===== config.mk =====
export PLATFORM = sky130hd
export DESIGN_NAME = wb_write_arbiter_flat
export DESIGN_NICKNAME = d
export VERILOG_FILES = /design/src/rtl/wb_write_arbiter_if.sv /design/src/rtl/wb_write_arbiter.sv /design/src/flat_wrapper.sv
export SDC_FILE = /design/constraint.sdc
export NUM_CORES = 1
export LEC_CHECK = 0
export ABC_AREA = 1
export CAP_MARGIN = 20
export CORE_MARGIN = 3
export CORE_UTILIZATION = 35
export DETAILED_ROUTE_END_ITERATION = 16
export GPL_ROUTABILITY_DRIVEN = 0
export PLACE_DENSITY_LB_ADDON = 0.12
export SLEW_MARGIN = 20
export SYNTH_ARGS = -nofsm -noshare
export SYNTH_HDL_FRONTEND = slang
export SYNTH_SLANG_ARGS = --single-unit
export TNS_END_PERCENT = 20

===== constraint.sdc =====
create_clock -name clk -period 7.15 [get_ports clk]
set_clock_uncertainty 0.1 [all_clocks]
set_input_delay 0.715 -clock clk [delete_from_list [all_inputs] [get_ports clk]]
set_output_delay 0.715 -clock clk [all_outputs]
set_load 0.1 [all_outputs]

===== src/rtl/wb_write_arbiter_if.sv =====
// Writeback request/commit bundle between the ALU/load producers,
// the write arbiter and the register-file write port.
interface wb_write_arbiter_if #(
  parameter int WIDTH    = 32,
  parameter int REG_BITS = 5
);
  logic                      alu_valid;
  logic [REG_BITS-1:0]       alu_reg;
  logic [WIDTH-1:0]          alu_data;
  logic                      alu_ready;
  logic                      mem_valid;
  logic [REG_BITS-1:0]       mem_reg;
  logic [WIDTH-1:0]          mem_data;
  logic                      mem_ready;
  logic                      wb_stall;
  logic                      reg_write;
  logic [REG_BITS-1:0]       write_reg;
  logic [WIDTH-1:0]          write_data;
  logic [(2**REG_BITS)-1:0]  pending;
  logic                      full;
  logic                      drop_pulse;

  modport master (
    output alu_valid, alu_reg, alu_data,
    output mem_valid, mem_reg, mem_data,
    output wb_stall,
    input  alu_ready, mem_ready,
    input  reg_write, write_reg, write_data,
    input  pending, full, drop_pulse
  );

  modport slave (
    input  alu_valid, alu_reg, alu_data,
    input  mem_valid, mem_reg, mem_data,
    input  wb_stall,
    output alu_ready, mem_ready,
    output reg_write, write_reg, write_data,
    output pending, full, drop_pulse
  );
endinterface


===== src/rtl/wb_write_arbiter.sv =====
// Merges ALU and load writebacks into one in-order queue that
// drains into the register-file write port, one entry per cycle.
module wb_write_arbiter #(
  parameter int DEPTH    = 4,
  parameter int WIDTH    = 32,
  parameter int REG_BITS = 5
) (
  input logic           clk,
  input logic           rst,
  wb_write_arbiter_if.slave bus
);
  localparam int PW = $clog2(DEPTH);
  localparam int CW = PW + 1;
  localparam int NR = 2 ** REG_BITS;

  typedef struct packed {
    logic [REG_BITS-1:0] rd;
    logic [WIDTH-1:0]    data;
  } entry_t;

  entry_t        q [DEPTH];
  logic [PW-1:0] rd_ptr;
  logic [PW-1:0] wr_ptr;
  logic [CW-1:0] count;
  logic [CW-1:0] free;
  logic          rr_ptr;
  logic          drop_q;

  logic          alu_drop;
  logic          mem_drop;
  logic          alu_req;
  logic          mem_req;
  logic          alu_ok;
  logic          mem_ok;
  logic          contend;
  logic          push_alu;
  logic          push_mem;
  logic          pop;
  logic          head_valid;
  logic [NR-1:0] pend;

  function automatic logic is_drop(
    input logic [REG_BITS-1:0] r
  );
    return (r == '0) || (r == REG_BITS'(30));
  endfunction

  assign free = CW'(DEPTH) - count;

  always_comb begin
    alu_drop = is_drop(bus.alu_reg);
    mem_drop = is_drop(bus.mem_reg);
    alu_req  = bus.alu_valid && !alu_drop;
    mem_req  = bus.mem_valid && !mem_drop;
    contend  = alu_req && mem_req
             && (free == CW'(1));
    alu_ok   = 1'b0;
    mem_ok   = 1'b0;
    unique case (1'b1)
      (free >= CW'(2)): begin
        alu_ok = 1'b1;
        mem_ok = 1'b1;
      end
      (free == CW'(1)): begin
        // Single slot left: rr_ptr breaks the tie.
        alu_ok = !(mem_req && rr_ptr);
        mem_ok = !(alu_req && !rr_ptr);
      end
      (free == '0): begin
        alu_ok = 1'b0;
        mem_ok = 1'b0;
      end
      default: begin
        alu_ok = 1'b0;
        mem_ok = 1'b0;
      end
    endcase
    push_alu = !rst && alu_req && alu_ok;
    push_mem = !rst && mem_req && mem_ok;
  end

  assign bus.alu_ready = !rst && (alu_drop || alu_ok);
  assign bus.mem_ready = !rst && (mem_drop || mem_ok);

  assign head_valid     = (count != '0);
  assign pop            = head_valid && !bus.wb_stall;
  assign bus.reg_write  = head_valid;
  assign bus.write_reg  = head_valid ? q[rd_ptr].rd   : '0;
  assign bus.write_data = head_valid ? q[rd_ptr].data : '0;
  assign bus.full       = (count == CW'(DEPTH));
  assign bus.drop_pulse = drop_q;
  assign bus.pending    = pend;

  always_comb begin
    pend = '0;
    for (int i = 0; i < DEPTH; i++) begin
      if ({1'b0, PW'(i) - rd_ptr} < count) begin
        pend[q[i].rd] = 1'b1;
      end
    end
    pend[0]  = 1'b0;
    pend[30] = 1'b0;
  end

  always_ff @(posedge clk) begin
    if (push_alu) begin
      q[wr_ptr] <= '{bus.alu_reg, bus.alu_data};
    end
    if (push_mem) begin
      q[wr_ptr + PW'(push_alu)] <=
        '{bus.mem_reg, bus.mem_data};
    end
  end

  always_ff @(posedge clk) begin
    if (rst) begin
      rd_ptr <= '0;
      wr_ptr <= '0;
      count  <= '0;
      rr_ptr <= 1'b0;
      drop_q <= 1'b0;
    end else begin
      if (pop) begin
        rd_ptr <= rd_ptr + PW'(1);
      end
      wr_ptr <= wr_ptr + PW'(push_alu)
              + PW'(push_mem);
      count  <= count + CW'(push_alu)
              + CW'(push_mem) - CW'(pop);
      if (contend) begin
        rr_ptr <= !rr_ptr;
      end
      drop_q <= (bus.alu_valid && alu_drop)
             || (bus.mem_valid && mem_drop);
    end
  end
endmodule


===== src/flat_wrapper.sv =====
// flat-port wrapper written by rule: the top's interface ports become plain ports
module wb_write_arbiter_flat 
#(
  parameter int DEPTH    = 4,
  parameter int WIDTH    = 32,
  parameter int REG_BITS = 5
)
  (clk, rst, bus_alu_valid, bus_alu_reg, bus_alu_data, bus_mem_valid, bus_mem_reg, bus_mem_data, bus_wb_stall, bus_alu_ready, bus_mem_ready, bus_reg_write, bus_write_reg, bus_write_data, bus_pending, bus_full, bus_drop_pulse);
  wb_write_arbiter_if #(.WIDTH(WIDTH), .REG_BITS(REG_BITS)) bus_i ();
  input logic clk;
  input logic rst;
  input wire logic [$bits(bus_i.alu_valid)-1:0] bus_alu_valid;
  input wire logic [$bits(bus_i.alu_reg)-1:0] bus_alu_reg;
  input wire logic [$bits(bus_i.alu_data)-1:0] bus_alu_data;
  input wire logic [$bits(bus_i.mem_valid)-1:0] bus_mem_valid;
  input wire logic [$bits(bus_i.mem_reg)-1:0] bus_mem_reg;
  input wire logic [$bits(bus_i.mem_data)-1:0] bus_mem_data;
  input wire logic [$bits(bus_i.wb_stall)-1:0] bus_wb_stall;
  output wire logic [$bits(bus_i.alu_ready)-1:0] bus_alu_ready;
  output wire logic [$bits(bus_i.mem_ready)-1:0] bus_mem_ready;
  output wire logic [$bits(bus_i.reg_write)-1:0] bus_reg_write;
  output wire logic [$bits(bus_i.write_reg)-1:0] bus_write_reg;
  output wire logic [$bits(bus_i.write_data)-1:0] bus_write_data;
  output wire logic [$bits(bus_i.pending)-1:0] bus_pending;
  output wire logic [$bits(bus_i.full)-1:0] bus_full;
  output wire logic [$bits(bus_i.drop_pulse)-1:0] bus_drop_pulse;
  assign bus_i.alu_valid = bus_alu_valid;
  assign bus_i.alu_reg = bus_alu_reg;
  assign bus_i.alu_data = bus_alu_data;
  assign bus_i.mem_valid = bus_mem_valid;
  assign bus_i.mem_reg = bus_mem_reg;
  assign bus_i.mem_data = bus_mem_data;
  assign bus_i.wb_stall = bus_wb_stall;
  assign bus_alu_ready = bus_i.alu_ready;
  assign bus_mem_ready = bus_i.mem_ready;
  assign bus_reg_write = bus_i.reg_write;
  assign bus_write_reg = bus_i.write_reg;
  assign bus_write_data = bus_i.write_data;
  assign bus_pending = bus_i.pending;
  assign bus_full = bus_i.full;
  assign bus_drop_pulse = bus_i.drop_pulse;
  wb_write_arbiter #(.DEPTH(DEPTH), .WIDTH(WIDTH), .REG_BITS(REG_BITS)) u_core (.clk(clk), .rst(rst), .bus(bus_i));
endmodule

==> flow_summary.ini <==
[run_status]
outcome = finished clean

[synth]
synth_ff_type = edfxtp_1
syn-instance-count = 1304
synth_edf_count = 148
yosys_warnings = 0
avgSynthCellArea_um2 = 7.56
ys_ff_latch = 159
yosysUniqueCellTypes = 29
netlist_area_um2 = 9860
synth_seq_area_share = 0.473
async_flop_share = 0

[timing]
slew_violations = 0
fmax_mhz = 214
fin_crit_sh = 0.653
worst_slew_pin_slew_ns = 1.06
tns_ns = 0
rsz0062_at_grt = no
period_needed_ns = 4.67
setup_violations = 0
hold_violations = 0
whs_ns = 0.446
slew_headroom = 0.292
setup_ws_ns = 2.48

[finish]
n_fill_cell = 2771
area_delta_synth_final_pct = 23.1
insertedDiodeCount = 0
multiInputGateArea_um2 = 4550
final_nets = 1498
layout.area.seq_um2 = 4670
final_cell_count_no_fill = 1790
drive_gt1_frac = 0.0444

[global_routing]
grt_overflow = 0
use_met3 = 0.0372
grt_pass1_wl_mm = 50.8
gr-usage-met2 = 0.355
grt_max_degree = 82
grt.busiest_layer = met2
grt_pass1_vias = 9024
antenna_found_initial = 0
grt_use_total = 0.213
grtUsageMet1 = 0.278

[critical_path]
r2r-end = u_core.q[0][16]
crit_required_ns = 6.34
critPathKind = reg -> out
critPathMaxFanout = 7
cp.arrival_ns = 3.85
r2r_slack_ns = 2.90
rr_startpoint = u_core.count[1]
worstSetupEndpointType = output port
rr_worst_depth = 15
crit_path_start_kind = flip-flop

[place]
dpl_worst_slack_ns = 2.12
place_inst = 1757
port_buffers = 150
hpwlAfterDp_mm = 20.4

[floorplanning]
die_y_um = 174
initial_core_util = 0.361
dieArea_um2 = 30200
die_x_um = 174
pin_count = 153
core-area_um2 = 27300
row_count = 60

[clock_network]
cts_tree = yes
path_clk_slew_ns = 0.06
htreeDepth = 4
cts_setup_buffers = 0
clk_latency_ns = 0.42
hold_buffers = 0
clkSinkCount = 159
root_buffer = clkbuf_16
cts_buffer_depth = 2
cts_buffers = 17
cts_resized = 0

[detailed_routing]
drc = 0
dr.pass1.iters = 5
routed_wl_mm = 32.6
drt_first_iter_violations = 756
routed_via_density = 5.24
routed-via-count = 9386
wire_per_inst_um = 18.2
antenna_left = 0

[min_path]
min_to = u_core.rr_ptr
holdPathStages = 2
min_path_type = reg -> reg
min-delay-start = u_core.rr_ptr

[pwr]
powerDensity_nw_per_um2 = 466
peakVddDrop_mv = 0.381
leakagePower_nw = 4.95

[flow_run]
cap_violations = 0
[flip-flops by register name, summed over array words and instances (netlist names), named ones only]
name and cells:
u_core.bus.drop_pulse 1, u_core.count 3, u_core.q 148, u_core.rd_ptr 2, u_core.rr_ptr 1, u_core.wr_ptr 2
[cell usage in the layout (no fill, tap or decap), types with 2 or more instances in the layout]
master and count:
a21oi_1 56, a22oi_1 13, buf_4 11, bufinv_16 2
clkbuf_16 17, clkdlybuf4s50_1 150, clkinv_4 4, clkinvlp_4 3
conb_1 2, dfxtp_1 9, dfxtp_2 2, edfxtp_1 148
fa_1 2, ha_1 11, inv_1 58, inv_2 3
inv_6 3, nand2_1 415, nand2_2 3, nand2_4 2
nand3_1 182, nand4_1 26, nor2_1 172, nor2_4 5
nor3_1 26, nor3_2 2, o21ai_0 75, o21ai_1 2
xor2_1 3
[routing by layer]
layer	routed length, um	up-vias
li1	-	4582
met1	13900	4352
met2	15600	407
met3	2450	45
met4	607	0
met5	0	-
[cell families (layout without fill, tap and decap cells)]
kind of cell | Yosys count | count (layout) | synth area share
other | 1 | 2 | 0.000380
buffers and inverters | 143 | 256 | 0.0715
AOI/OAI and AO/OA | 147 | 147 | 0.0781
adders and majority gates | 14 | 14 | 0.0193
DFF | 159 | 159 | 0.473
xor gates and xnor gates | 4 | 4 | 0.00356
and+or+nand+nor | 836 | 836 | 0.354
[area by class of cell]
cell class	instances	area share
Multi-Input combinational cell	1003	0.375
Tap cell	372	0.0384
Sequential cell	159	0.385
Inverter	61	0.0189
Clock inverter	14	0.0131
Clock buffer	18	0.0354
Timing Repair Buffer	163	0.134
[power breakdown]
part / switching [W] / total [W] / internal [W]
clock: 0.000394 / 0.000915 / 0.000521
combinational: 0.00268 / 0.00340 / 0.000717
sequential: 0.0000838 / 0.00135 / 0.00126
[cells in the mapped netlist, types with 2 or more instances]
cell      number  area share
buf_2         17      0.0086
a22oi_1       13      0.0099
o21ai_0       75       0.038
fa_1           2      0.0041
inv_2          3      0.0011
edfxtp_1     148        0.45
buf_4          7      0.0053
o21ai_1        2      0.0010
xor2_1         3      0.0027
ha_1          12       0.015
clkbuf_1      32       0.012
nand3_1      182       0.092
buf_6         16       0.018
nand4_1       26       0.017
nor3_1        28       0.014
nor2_1       176       0.067
buf_1         10      0.0038
dfxtp_1       11       0.022
a21oi_1       56       0.028
inv_1         58       0.022
nand2_1      419        0.16
[stage by stage]
step / total power [W] / area [um^2] / util
after floorplan: 0.00385 / 9860 / -
after global placement: 0.00471 / 11500 / 0.420
after detailed placement: 0.00476 / 11500 / 0.422
after CTS: 0.00568 / 12100 / 0.443
after global routing: 0.00593 / 12100 / 0.444
final: 0.00566 / 12100 / 0.444
[worst max-delay path, cell delays in order, from the launching register on]
cell and delay [ns]:
dfxtp_1 0.38, inv_1 0.16, ha_1 0.33, nor2_1 0.05, nand2_1 0.06, nand2_1 0.16, nor3_1 0.83, nand2_1 0.13
nand4_1 0.16, clkdlybuf4s50_1 1.16
[worst max path at each step]
stage                    startpoint                 end  slack, ns
global route              flip-flop  bus_write_data[28]       2.22
floorplan           u_core.count[1]      u_core.q[0][0]       3.32
finish              u_core.count[1]      bus_pending[2]       2.48
detailed placement   bus_mem_reg[3]     u_core.q[2][25]       2.12
CTS                       flip-flop   bus_write_data[6]       2.38
global placement     bus_mem_reg[3]     u_core.q[2][17]       2.22
No activity file was read; power rests on OpenSTA's default activity.
